==> config.mk <==
export PLATFORM = sky130hd
export DESIGN_NAME = spi_slave_rx_flat
export DESIGN_NICKNAME = d
export VERILOG_FILES = /design/src/rtl/spi_slave_rx_if.sv /design/src/rtl/spi_slave_rx.sv /design/src/flat_wrapper.sv
export SDC_FILE = /design/constraint.sdc
export NUM_CORES = 1
export LEC_CHECK = 0
export ABC_AREA = 0
export BUFFER_PORTS_ARGS = -buffer_cell sky130_fd_sc_hd__buf_2
export CORE_MARGIN = 3
export CORE_UTILIZATION = 50
export CTS_CLUSTER_SIZE = 14
export DETAILED_ROUTE_END_ITERATION = 6
export PLACE_DENSITY = 0.78
export SYNTH_ARGS = -nofsm -noshare
export SYNTH_HDL_FRONTEND = slang
export SYNTH_SLANG_ARGS = --single-unit
export TNS_END_PERCENT = 10
==> constraint.sdc <==
create_clock -name clk -period 2.7 [get_ports clk]
set_input_delay 0.27 -clock clk [delete_from_list [all_inputs] [get_ports clk]]
set_output_delay 0.27 -clock clk [all_outputs]
set_load 0.1 [all_outputs]
==> src/rtl/spi_slave_rx_if.sv <==
// spi_slave_rx_if: SPI pins and the received-word valid/ready port of spi_slave_rx.
interface spi_slave_rx_if #(
   parameter int DATA_W = 16,
   parameter int CNT_W  = 5
);
   logic              spi_CS;
   logic              spi_sclk;
   logic              spiData;
   logic [DATA_W-1:0] rx_data;
   logic              rx_valid;
   logic              rx_ready;
   logic              frame_err;
   logic              overrun;
   logic [CNT_W-1:0]  bit_count;
   modport slave (
      input  spi_CS, spi_sclk, spiData, rx_ready,
      output rx_data, rx_valid, frame_err, overrun, bit_count
   );
   modport master (
      output spi_CS, spi_sclk, spiData, rx_ready,
      input  rx_data, rx_valid, frame_err, overrun, bit_count
   );
endinterface

==> src/rtl/spi_slave_rx.sv <==
// spi_slave_rx: oversampled SPI receive deserializer with valid/ready output, frame-error and overrun flags.
// Define SPI_RX_SYNC_EN to add a second flop per input for an asynchronous master (+1 cycle latency).
module spi_slave_rx #(
   parameter int DATA_W = 16,
   parameter int CNT_W  = 5
) (
   input logic clk,
   input logic reset,
   spi_slave_rx_if.slave bus
);
   typedef enum logic [1:0] {IDLE, SHIFT, DONE, XTRA} state_e;
   state_e            state_q, state_d;
   logic              cs_in, sclk_in, dat_in;
   logic              cs_q, sclk_q, dat_q, cs_p_q, sclk_p_q;
   logic              cs_rise, cs_fall, sclk_rise, complete;
   logic [DATA_W-1:0] shreg_q, shreg_d, shreg_next, rx_data_q, rx_data_d;
   logic [CNT_W-1:0]  cnt_q, cnt_d;
   logic              rx_valid_q, rx_valid_d, ferr_q, ferr_d, ovr_q, ovr_d;
`ifdef SPI_RX_SYNC_EN
   logic cs_m_q, sclk_m_q, dat_m_q;
   always_ff @(posedge clk) begin
      if (reset) begin
         cs_m_q   <= 1'b1;
         sclk_m_q <= 1'b0;
         dat_m_q  <= 1'b0;
      end else begin
         cs_m_q   <= bus.spi_CS;
         sclk_m_q <= bus.spi_sclk;
         dat_m_q  <= bus.spiData;
      end
   end
   assign cs_in   = cs_m_q;
   assign sclk_in = sclk_m_q;
   assign dat_in  = dat_m_q;
`else
   assign cs_in   = bus.spi_CS;
   assign sclk_in = bus.spi_sclk;
   assign dat_in  = bus.spiData;
`endif
   assign cs_rise    = cs_q & ~cs_p_q;
   assign cs_fall    = ~cs_q & cs_p_q;
   assign sclk_rise  = sclk_q & ~sclk_p_q;
   assign shreg_next = {shreg_q[DATA_W-2:0], dat_q};
   // CS rise is tested before sclk rise so a coincident edge is ignored
   always_comb begin
      state_d  = state_q;
      shreg_d  = shreg_q;
      cnt_d    = cnt_q;
      ferr_d   = 1'b0;
      complete = 1'b0;
      case (state_q)
         IDLE: begin
            if (cs_fall) begin
               state_d = SHIFT;
               cnt_d   = '0;
            end
         end
         SHIFT: begin
            if (cs_rise) begin
               state_d = IDLE;
               ferr_d  = 1'b1;
               cnt_d   = '0;
            end else if (sclk_rise) begin
               shreg_d = shreg_next;
               cnt_d   = cnt_q + 1'b1;
               if (cnt_q == CNT_W'(DATA_W - 1)) begin
                  complete = 1'b1;
                  state_d  = DONE;
               end
            end
         end
         DONE, XTRA: begin
            if (cs_rise) begin
               state_d = IDLE;
               cnt_d   = '0;
            end else if (sclk_rise && state_q == DONE) begin
               ferr_d  = 1'b1;
               state_d = XTRA;
            end
         end
         default: state_d = IDLE;
      endcase
   end
   // a completion in the same cycle as a handshake refills the register without a gap
   always_comb begin
      rx_valid_d = complete ? 1'b1 : (rx_valid_q & ~bus.rx_ready);
      rx_data_d  = (complete & (~rx_valid_q | bus.rx_ready)) ? shreg_next : rx_data_q;
      ovr_d      = complete & rx_valid_q & ~bus.rx_ready;
   end
   always_ff @(posedge clk) begin
      if (reset) begin
         state_q    <= IDLE;
         cs_q       <= 1'b1;
         sclk_q     <= 1'b0;
         dat_q      <= 1'b0;
         cs_p_q     <= 1'b1;
         sclk_p_q   <= 1'b0;
         shreg_q    <= '0;
         cnt_q      <= '0;
         rx_data_q  <= '0;
         rx_valid_q <= 1'b0;
         ferr_q     <= 1'b0;
         ovr_q      <= 1'b0;
      end else begin
         state_q    <= state_d;
         cs_q       <= cs_in;
         sclk_q     <= sclk_in;
         dat_q      <= dat_in;
         cs_p_q     <= cs_q;
         sclk_p_q   <= sclk_q;
         shreg_q    <= shreg_d;
         cnt_q      <= cnt_d;
         rx_data_q  <= rx_data_d;
         rx_valid_q <= rx_valid_d;
         ferr_q     <= ferr_d;
         ovr_q      <= ovr_d;
      end
   end
   assign bus.rx_data   = rx_data_q;
   assign bus.rx_valid  = rx_valid_q;
   assign bus.frame_err = ferr_q;
   assign bus.overrun   = ovr_q;
   assign bus.bit_count = cnt_q;
endmodule

==> src/flat_wrapper.sv <==
// flat-port wrapper written by rule: the top's interface ports become plain ports
module spi_slave_rx_flat 
#(
   parameter int DATA_W = 16,
   parameter int CNT_W  = 5
)
  (clk, reset, bus_spi_CS, bus_spi_sclk, bus_spiData, bus_rx_ready, bus_rx_data, bus_rx_valid, bus_frame_err, bus_overrun, bus_bit_count);
  spi_slave_rx_if #(.DATA_W(DATA_W), .CNT_W(CNT_W)) bus_i ();
  input logic clk;
  input logic reset;
  input wire logic [$bits(bus_i.spi_CS)-1:0] bus_spi_CS;
  input wire logic [$bits(bus_i.spi_sclk)-1:0] bus_spi_sclk;
  input wire logic [$bits(bus_i.spiData)-1:0] bus_spiData;
  input wire logic [$bits(bus_i.rx_ready)-1:0] bus_rx_ready;
  output wire logic [$bits(bus_i.rx_data)-1:0] bus_rx_data;
  output wire logic [$bits(bus_i.rx_valid)-1:0] bus_rx_valid;
  output wire logic [$bits(bus_i.frame_err)-1:0] bus_frame_err;
  output wire logic [$bits(bus_i.overrun)-1:0] bus_overrun;
  output wire logic [$bits(bus_i.bit_count)-1:0] bus_bit_count;
  assign bus_i.spi_CS = bus_spi_CS;
  assign bus_i.spi_sclk = bus_spi_sclk;
  assign bus_i.spiData = bus_spiData;
  assign bus_i.rx_ready = bus_rx_ready;
  assign bus_rx_data = bus_i.rx_data;
  assign bus_rx_valid = bus_i.rx_valid;
  assign bus_frame_err = bus_i.frame_err;
  assign bus_overrun = bus_i.overrun;
  assign bus_bit_count = bus_i.bit_count;
  spi_slave_rx #(.DATA_W(DATA_W), .CNT_W(CNT_W)) u_core (.clk(clk), .reset(reset), .bus(bus_i));
endmodule
==> metrics.md, run 1 <==
| Metric | Value |
|---|---|
| M1 WL | `between 1.5 and 2 mm` |
| Via count | `between 1000 and 1500` |
| Reg2Reg Capture Point | `u_core.bus.rx_data[11]` |
| Largest net degree at the start of global routing | `34` |
| Pwr Density | `~600 mW/mm2` |
| Count of cell types in the netlist | `34` |
| Reg clk slew, reported paths | `around 0.13 ns` |
| Core area | `0.00339 mm2` |
| RSZ-0062 raised after global routing | `no` |
| Slew @ Worst Pin | `0.605 ns` |
| Peak fanout along the critical path | `16` |
| GP Congestion | `roughly 0.85` |
| Final net count | `233` |
| Setup repair bufs after CTS | `0` |
| Post-layout power | `between 1 and 1.5 mW` |
| Die Height | `66.0 um` |
| Detailed Routing Iterations Pass 1 | `4` |
| Final Cycle Share | `roughly three quarters` |
| Setup tns final | `0 ns` |
| Num CTS Buffers | `5` |
| I/O pin count | `30` |
| Slew Limit Fails | `0` |
| DRT iter0 DRCs | `78` |
| # diodes | `0` |
| Critical Path AT | `2.25 ns` |
| Drc violations | `0` |
| Peak supply drop | `about 300 uV` |
| Initial antenna violation count | `0` |
| Met2 routed WL | `1.53 mm` |
| CTS sink cnt | `46` |
| Global-route usage over all layers | `16.3%` |
| Synthesized area per cell | `9.19 um2` |
| CTS hold repair buffers | `0` |
| CP startpoint kind | `flip-flop` |
| R2R cell count | `7` |
| Setup crit end | `u_core.bus.rx_data[11]` |
| Worst min path class | `in -> reg` |
| Number of core rows | `21` |
| Initial Utilization | `about 53%` |
| Vias in the first global route | `1246` |
| Final HPWL DP | `2.20 mm` |
| Layout cells sized above 1 | `slightly above 20%` |
| Critical path capture point type | `flip-flop` |
| Full die area | `~0.0044 mm2` |
| Port bufs | `29` |
| #FFs+latches synth | `46` |
| Vias per Instance | `between 5 and 6` |
| # setup viols final | `0` |
| Static Leak | `roughly 0.93 nW` |
| R2R setup slack | `0.68 ns` |
| Die Width | `roughly 66 um` |
| Status | `completed` |
| Syn Inst Count | `196` |
| Number of routed nets with antenna violations | `0` |
| H-tree Lvls | `2` |
| Mapped Nets | `204` |
| CTS tree | `done` |
| Worst Setup SP | `u_core.bus.bit_count[0]` |
| Seq/Total Area, Yosys | `51.1%` |
| First-pass GRT wire length | `5.49 mm` |
| Met3 routed WL | `roughly 180 um` |
| Grt total ovfl | `0` |
| Final hold viol count | `0` |
| Worst-skew pair later-pin latency | `roughly 0.35 ns` |
| Final Skew | `around 0.011 ns` |
| Fmax | `a little under 500 MHz` |
| Post-CTS Resized | `0` |
| Mapped Area | `approximately 0.0018 mm2` |
| CTS root buf | `clkbuf_4` |
| Most common cell after layout, fill and taps aside | `dfxtp_1` |
| Most frequent cells in the layout | `46 x dfxtp_1, 32 x nand2_1, 29 x buf_2` |
| Yosys warns | `0` |
| Worst R2R Start | `u_core.bus.bit_count[0]` |
| Kind of critical path | `reg -> reg` |
| DR WL/cell | `between 10 and 15 um` |
| Max-Cap Viols | `0` |
| Layout area overhead | `14.5%` |
| CP required | `about 2.9 ns` |
| Final wirelength | `3.26 mm` |
| CTS max path bufs | `2` |
| Highest metal layer with signal wires | `met4` |
| Slew HR | `about three fifths` |
| Min cycle time layout | `around 2.0 ns` |
-- layout make-up --
type                       count  area (um2)
clock buffer                   7        45.0
inverter                       2        7.51
tap                           46        57.6
timing repair buffer          33         175
fill                         299        1330
multi-input combinational    137         826
sequential                    46         921
clock inverter                 1        30.0
-- per-stage QoR --
step                cell area [um2]  hold slack, ns  util, %  std cells  setup WS [ns]
floorplan                      1800           0.374        -        196          0.110
global placement               1990           0.445     58.6        264          0.773
detailed placement             1990           0.457     58.6        264          0.658
CTS                            2060          0.0727     60.8        272          0.652
global route                   2060          0.0750     60.8        272          0.484
finish                         2060          0.0828     60.8        272          0.679
-- synthesized netlist by cell type --
library cell	n	area, um2
or2b_1	3	22.5
a41oi_1	1	8.76
and3b_1	1	8.76
dfxtp_1	46	921
nor2_1	22	82.6
or3_1	1	6.26
or3b_2	1	8.76
nand4_4	1	21.3
clkbuf_1	7	26.3
nor3_4	1	16.3
or2_2	2	12.5
a31oi_1	1	6.26
buf_2	4	20.0
nor2b_1	6	37.5
mux2_1	1	11.3
and3_4	1	11.3
nand3b_1	1	7.51
inv_1	2	7.51
mux2i_1	17	170
a21o_1	1	7.51
a21oi_1	20	100
o21ai_0	3	15.0
ha_1	2	25.0
nand4_1	2	12.5
nand2_1	32	120
a311oi_2	1	15.0
or3b_1	1	8.76
nor4_1	1	6.26
o31ai_1	1	7.51
a311oi_1	2	17.5
nand2b_1	2	12.5
nand3_1	4	20.0
and3_1	1	6.26
nor3_1	4	20.0
-- kinds of logic (layout without fill, tap and decap cells) --
logic type / count (synthesis) / after routing / synth area share [%]
buf+inv: 13 / 43 / 2.99
simple gates: 87 / 87 / 24.5
compound gates: 30 / 30 / 9.87
flops: 46 / 46 / 51.1
fa+ha+maj: 2 / 2 / 1.39
mux: 18 / 18 / 10.1
-- worst max-delay path: stages (launching register included) --
cell	delay (ns)
dfxtp_1	0.43
ha_1	0.20
and3_1	0.16
ha_1	0.19
and3b_1	0.24
nand4_4	0.35
mux2i_1	0.26
nor2_1	0.06
-- power by group --
part           switching, mW  total (mW)  internal [mW]
Clock                  0.204       0.401          0.197
Combinational         0.0849       0.136         0.0514
Sequential            0.0166       0.707          0.690
Total                  0.306        1.24          0.938
-- layer usage --
layer / GRT usage (%) / up-vias
li1: - / 730
met1: 20.7 / 665
met2: 25.9 / 37
met3: 3.91 / 3
met4: 7.61 / 0
met5: 0 / -
-- how the worst min path moves through the flow --
| stage | startpoint | endpoint | slack (ns) | cells after the start |
|---|---|---|---|---|
| 3_3_place_gp | u_core.dat_q | u_core.shreg_q[0] | 0.44 | 2 |
| 6_report | bus_spi_CS | u_core.cs_q | 0.08 | 2 |
| 4_1_cts | bus_spi_CS | u_core.cs_q | 0.07 | 2 |
| 5_1_grt | bus_spi_CS | u_core.cs_q | 0.07 | 2 |
| 2_1_floorplan | bus_spi_CS | u_core.cs_q | 0.37 | 1 |
| 3_5_place_dp | bus_spi_CS | u_core.cs_q | 0.46 | 2 |
-- state kept, by name (all words and copies together), names as in the netlist --
name,cells
u_core.sclk_q,1
u_core.bus.rx_data,16
u_core.cs_q,1
u_core.bus.rx_valid,1
u_core.bus.overrun,1
u_core.bus.frame_err,1
u_core.state_q,2
u_core.shreg_q,15
u_core.sclk_p_q,1
u_core.cs_p_q,1
u_core.bus.bit_count,5
u_core.dat_q,1
No activity file was read; power rests on OpenSTA's default activity.
==> run 2, diff against run 1 <==
ABC_AREA = 1   (was 0)
PLACE_DENSITY = 0.77   (was 0.78)
clock period = 2 ns   (was 2.7 ns; I/O delays follow)
==> metrics.md, run 2 <==
| Metric | Value |
|---|---|
| Final wirelength | `3.51 mm (+7.7%)` |
| Die Height | `69.4 um (+5.1%)` |
| Final Skew | `0.00297 ns (-0.00830 ns)` |
| Yosys warns | `0 (unchanged)` |
| Full die area | `0.00482 mm2 (+11%)` |
| Core area | `0.00377 mm2 (+11%)` |
| Synthesized area per cell | `6.79 um2 (-26%)` |
| CTS max path bufs | `2 (unchanged)` |
| Seq/Total Area, Yosys | `45.8% (-5.3 points)` |
| Status | `completed` |
| Most common cell in the netlist | `inv_1` |
| Post-CTS Resized | `0 (unchanged)` |
| Setup tns final | `0 ns (unchanged)` |
| Post-synth top flop | `dfxtp_1` |
| Critical path capture point type | `flip-flop` |
| Num CTS Buffers | `5 (unchanged)` |
| Placed inst area | `0.00220 mm2 (+11%)` |
| CTS hold repair buffers | `0 (unchanged)` |
| Layout cells sized above 1 | `15.3% (-5.0 points)` |
| Slew HR | `67.5% (+8.0 points)` |
| Setup ws final | `0.266 ns (-0.413 ns)` |
| Synth top cells by count | `68 x inv_1, 54 x nand2_1, 49 x nor2_1, 46 x dfxtp_1, 21 x o21ai_0` |
| DR WL/cell | `9.39 um (-22%)` |
| Max reg flops | `16 (unchanged)` |
| Slew Limit Fails | `0 (unchanged)` |
| Peak fanout along the critical path | `18 (+2)` |
| Worst min path class | `in -> reg` |
| CTS sink cnt | `46 (unchanged)` |
| Fmax | `577 MHz (+17%)` |
| Number of routed nets with antenna violations | `0 (unchanged)` |
| Number of enable flip-flop cells after synthesis | `0 (unchanged)` |
| #FFs+latches synth | `46 (unchanged)` |
| Vias per Instance | `4.48 (-15%)` |
| Final HPWL DP | `2.47 mm (+12%)` |
| CTS root buf | `clkbuf_8` |
| Mapped Area | `0.00201 mm2 (+12%)` |
| Via count | `1676 (+17%)` |
| Layout area overhead | `14.3%` |
| Synth area leaders | `dfxtp_1 46%, inv_1 13%, nand2_1 10%` |
| GP Congestion | `0.893 (+4.6%)` |
| Global-route usage over all layers | `16.1% (-0.18 points)` |
| CTS tree | `done` |
| Initial antenna violation count | `0 (unchanged)` |
| Worst hold margin | `0.0881 ns (+0.00535 ns)` |
| H-tree Lvls | `2 (unchanged)` |
| Worst-skew pair later-pin latency | `0.29 ns (-0.06 ns)` |
| Number of core rows | `22 (+4.8%)` |
| Setup WS pre-CTS | `0.246 ns (-0.412 ns)` |
| Final hold viol count | `0 (unchanged)` |
| Pwr Density | `1130 mW/mm2 (+87%)` |
| CP startpoint kind | `flip-flop` |
| Post-synth ARST share | `0% (unchanged)` |
| Critical Path AT | `1.97 ns (-0.28 ns)` |
| Grt total ovfl | `0 (unchanged)` |
| CP required | `2.23 ns (-0.70 ns)` |
| I/O pin count | `30 (unchanged)` |
| Initial Utilization | `53.3% (+0.17 points)` |
| Largest net degree at the start of global routing | `32 (-5.9%)` |
| First-pass GRT wire length | `6.47 mm (+18%)` |
| DRT iter0 DRCs | `147 (+88%)` |
| Post-layout power | `2.58 mW (+110%)` |
| # setup viols final | `0 (unchanged)` |
| Drc violations | `0 (unchanged)` |
| Peak supply drop | `793 uV (+160%)` |
| Static Leak | `1.16 nW (+25%)` |
| Setup repair bufs after CTS | `0 (unchanged)` |
| Vias in the first global route | `1499 (+20%)` |
| Slew @ Worst Pin | `0.491 ns (-0.114 ns)` |
| Detailed Routing Iterations Pass 1 | `4 (unchanged)` |
| Die Width | `69.4 um (+5.1%)` |
| Port bufs | `29 (unchanged)` |
| Count of cell types in the netlist | `21 (-38%)` |
| Most common cell after layout, fill and taps aside | `inv_1` |
| Final net count | `333 (+43%)` |
| RSZ-0062 raised after global routing | `no` |
| Mapped Nets | `304 (+49%)` |
| Max-Cap Viols | `0 (unchanged)` |
| Final Cycle Share | `86.7% (+12 points)` |
| Biggest area consumer among synthesized cells | `dfxtp_1` |
| Min cycle time layout | `1.73 ns (-0.287 ns)` |
| Area share of the largest cell type after synthesis | `45.8% (-5.3 points)` |
| Kind of critical path | `reg -> reg` |
| Syn Inst Count | `296 (+51%)` |
| # diodes | `0 (unchanged)` |
| Reg clk slew, reported paths | `0.08 ns (-0.05 ns)` |
| Final instance area | `0.00230 mm2 (+11%)` |
| Most frequent cells in the layout | `68 x inv_1, 54 x nand2_1, 49 x nor2_1` |
[run 2: stage by stage]
stage	instances	util, %
floorplan	296	-
global placement	366	58.5
detailed placement	366	58.5
global route	374	60.9
finish	374	60.9
CTS	374	60.9
[run 2: area by class of cell]
type / count / area [um2]
fillers: 359 / 1480
clock inverters: 1 / 5.00
repair buffers: 32 / 180
flip-flops and latches: 46 / 926
inverters: 69 / 259
clock buffers: 7 / 86.3
multi-input cells: 171 / 779
well taps: 48 / 60.1
[run 2: worst paths after layout]
check | start | cells after the start | slack, ns | end
setup / recovery | u_core.bus.bit_count[0] | 10 | 0.27 | u_core.bus.rx_data[5]
hold / removal | bus_spi_CS | 2 | 0.09 | u_core.cs_q
setup reg to reg | u_core.bus.bit_count[0] | 10 | 0.27 | u_core.bus.rx_data[5]
hold reg to reg | u_core.sclk_q | 2 | 0.42 | u_core.sclk_p_q
[run 2: cells by family (layout without fill, tap and decap cells)]
logic type / Yosys count / in the layout / share of synthesized area [%]
adder cells (fa/ha/maj): 2 / 2 / 1.25
flip-flops: 46 / 46 / 45.8
AO/OA/AOI/OAI: 38 / 38 / 9.46
buffers and inverters: 79 / 109 / 15.4
AND/OR/NAND/NOR: 131 / 131 / 28.1
[run 2: where the power goes]
part,internal (mW),switching [mW]
Clock,0.279,0.293
Combinational,0.226,0.690
Sequential,1.02,0.0772
Total,1.52,1.06
[run 2: routing by layer]
layer | GRT usage [%] | share of wire, % | vias up
li1 | - | - | 933
met3 | 4.93 | 4.4 | 5
met4 | 5.21 | 1.1 | 0
met2 | 23.2 | 43 | 30
met1 | 22.8 | 52 | 708
met5 | 0 | 0 | -
[run 2: critical path: stages (launching register included)]
cell	delay (ns)
dfxtp_2	0.36
ha_1	0.19
nand2_1	0.09
nor2_1	0.10
ha_1	0.17
inv_1	0.10
nor2_8	0.25
nand2_4	0.18
nand2_1	0.10
inv_1	0.04
nor2_1	0.09
==> run 3, diff against run 2 <==
CAP_MARGIN = 20   (was not set)
RECOVER_POWER = 100   (was not set)
SETUP_SLACK_MARGIN = 0.3   (was not set)
==> metrics.md, run 3 (synthesis results as in run 2) <==
| Metric | Value |
|---|---|
| Status | `completed` |
| Sw Pwr | `1.08 mW (+1.8%)` |
| Worst Path Buf+Inv | `1 (-1)` |
| R2R cell count | `10 (unchanged)` |
| Max reg flops | `16 (unchanged)` |
| Reg clk slew, reported paths | `0.08 ns (about the same)` |
| Peak fanout along the critical path | `5 (-13)` |
| Switching part of the total | `40.8% (-0.20 points)` |
| P_int | `1.56 mW (+2.6%)` |
| Final Skew | `0.0106 ns (+0.00766 ns)` |
| Post-layout power | `2.64 mW (+2.3%)` |
| Finished Layout Cells | `376 (+0.53%)` |
| Power share of the sequential group | `42.0% (-0.4 points)` |
| Most frequent cells in the layout | `68 x inv_1, 54 x nand2_1, 49 x nor2_1` |
| Slew HR | `22.4% (-45 points)` |
| Drc violations | `0 (unchanged)` |
| Combinational power share | `33.9% (-1.5 points)` |
| Final instance area | `0.00229 mm2 (-0.16%)` |
| Clock power share | `24.1% (+2.0 points)` |
| Via count | `1694 (+1.1%)` |
| Critical path capture point type | `output port` |
| Hold depth | `2 (unchanged)` |
| Port bufs | `29 (unchanged)` |
| Slew @ Worst Pin | `1.17 ns (+0.678 ns)` |
| CP startpoint kind | `flip-flop` |
| Vias in the first global route | `1458 (-2.7%)` |
| Max incr delay on CP | `0.86 ns (+0.50 ns)` |
| CP Depth | `1 (-9)` |
| Vias per Instance | `4.51 (+0.54%)` |
| Delay-heaviest family, CP | `buffers and inverters` |
| Peak supply drop | `742 uV (-6.4%)` |
| CTS root buf | `clkbuf_8` |
| First-pass GRT wire length | `6.22 mm (-4.0%)` |
| Post-CTS Resized | `0 (unchanged)` |
| DRT iter0 DRCs | `87 (-41%)` |
| Layout cells sized above 1 | `8.84% (-6.5 points)` |
| Number of routed nets with antenna violations | `0 (unchanged)` |
| CTS tree | `done` |
| Placed inst area | `0.00221 mm2 (+0.23%)` |
| Initial Utilization | `53.3% (unchanged)` |
| Max-Cap Viols | `0 (unchanged)` |
| Num CTS Buffers | `5 (unchanged)` |
| Core area | `0.00377 mm2 (unchanged)` |
| Fmax | `577 MHz (+0.15%)` |
| Dpl cells | `365 (-0.27%)` |
| Final Cycle Share | `86.6% (-0.13 points)` |
| Setup WS pre-CTS | `0.349 ns (+0.104 ns)` |
| CP required | `1.80 ns (-0.43 ns)` |
| Kind of critical path | `reg -> out` |
| RSZ-0062 raised after global routing | `no` |
| Worst-skew pair later-pin latency | `0.30 ns (about the same)` |
| Multi-input logic area | `779 um2 (unchanged)` |
| Min cycle time layout | `1.73 ns (-0.00251 ns)` |
| Die Height | `69.4 um (unchanged)` |
| # diodes | `0 (unchanged)` |
| Die Width | `69.4 um (unchanged)` |
| CTS sink cnt | `46 (unchanged)` |
| Grt total ovfl | `0 (unchanged)` |
| Most common cell after layout, fill and taps aside | `inv_1` |
| Largest net degree at the start of global routing | `41 (+28%)` |
| Layout area overhead | `14.1%` |
| Final core utilization | `60.8% (-0.099 points)` |
| Number of core rows | `22 (unchanged)` |
| # setup viols final | `0 (unchanged)` |
| Full die area | `0.00482 mm2 (unchanged)` |
| Worst hold margin | `0.0846 ns (-0.00350 ns)` |
| Final HPWL DP | `2.40 mm (-3.2%)` |
| Worst min path class | `in -> reg` |
| Pwr Density | `1150 mW/mm2 (+2.5%)` |
| Worst path cell trace | `clkbuf_1` |
| I/O pin count | `30 (unchanged)` |
| Final net count | `335 (+0.60%)` |
| Critical Path AT | `1.53 ns (-0.44 ns)` |
| Setup ws final | `0.268 ns (+0.00251 ns)` |
| Final hold viol count | `0 (unchanged)` |
| H-tree Lvls | `2 (unchanged)` |
| Slew Limit Fails | `0 (unchanged)` |
| CTS max path bufs | `2 (unchanged)` |
| DR WL/cell | `9.64 um (+2.7%)` |
| Detailed Routing Iterations Pass 1 | `4 (unchanged)` |
| Setup tns final | `0 ns (unchanged)` |
| Global-route usage over all layers | `15.5% (-0.58 points)` |
| CP max stage cell | `clkbuf_1` |
| Static Leak | `1.07 nW (-7.9%)` |
| Register area | `938 um2 (+1.4%)` |
| Initial antenna violation count | `0 (unchanged)` |
| Fillcell total | `349 (-2.8%)` |
| Final wirelength | `3.63 mm (+3.2%)` |
| GP Congestion | `0.823 (-7.8%)` |
-- run 3: changes by cell type in the layout (fill, tap and decap cells not counted) --
cell,before,now
buf_4,2,4
buf_12,1,0
clkinv_2,1,0
clkbuf_16,0,1
clkbuf_4,0,1
dfxtp_2,4,2
dfxtp_4,0,4
inv_4,0,1
dfxtp_1,42,40
buf_2,29,4
clkbuf_1,1,26
clkbuf_8,6,5
-- run 3: worst paths after layout --
check | slack (ns) | end | start
setup / recovery | 0.27 | bus_bit_count[0] | u_core.bus.bit_count[0]
hold / removal | 0.08 | u_core.cs_q | bus_spi_CS
setup reg to reg | 0.39 | u_core.bus.rx_data[6] | u_core.bus.bit_count[0]
hold reg to reg | 0.42 | u_core.sclk_p_q | u_core.sclk_q
-- run 3: metal layers --
metal | wire length, um | part of all wire [%] | vias to the layer above | global-route usage (%)
li1 | - | - | 937 | -
met4 | 84 | 2.3 | 0 | 7.16
met2 | 1510 | 42 | 35 | 22.9
met3 | 167 | 4.6 | 8 | 4.93
met5 | 0 | 0 | - | 0
met1 | 1860 | 51 | 714 | 20.6
-- run 3: layout make-up --
type / count / share of cell area [%]
sequential: 46 / 40.9
multi-input combinational: 171 / 34.0
inverter: 69 / 11.3
timing repair buffer: 34 / 6.60
clock buffer: 7 / 4.26
tap: 48 / 2.62
clock inverter: 1 / 0.273
-- run 3: what timing repair did --
| action | in CTS | in global routing |
|---|---|---|
| setup endpoints to repair | 0 | 16 |
| setup buffers | 0 | 3 |
| hold buffers | 0 | 0 |
-- run 3: power by group through the flow --
stage | Clock, mW | Combinational [mW] | Sequential, mW
after global routing | 0.691 | 0.998 | 1.12
after detailed placement | 0 | 0.906 | 1.13
after CTS | 0.653 | 0.911 | 1.12
final | 0.636 | 0.896 | 1.11
after floorplan | 0 | 0.485 | 1.41
after global placement | 0 | 0.903 | 1.13
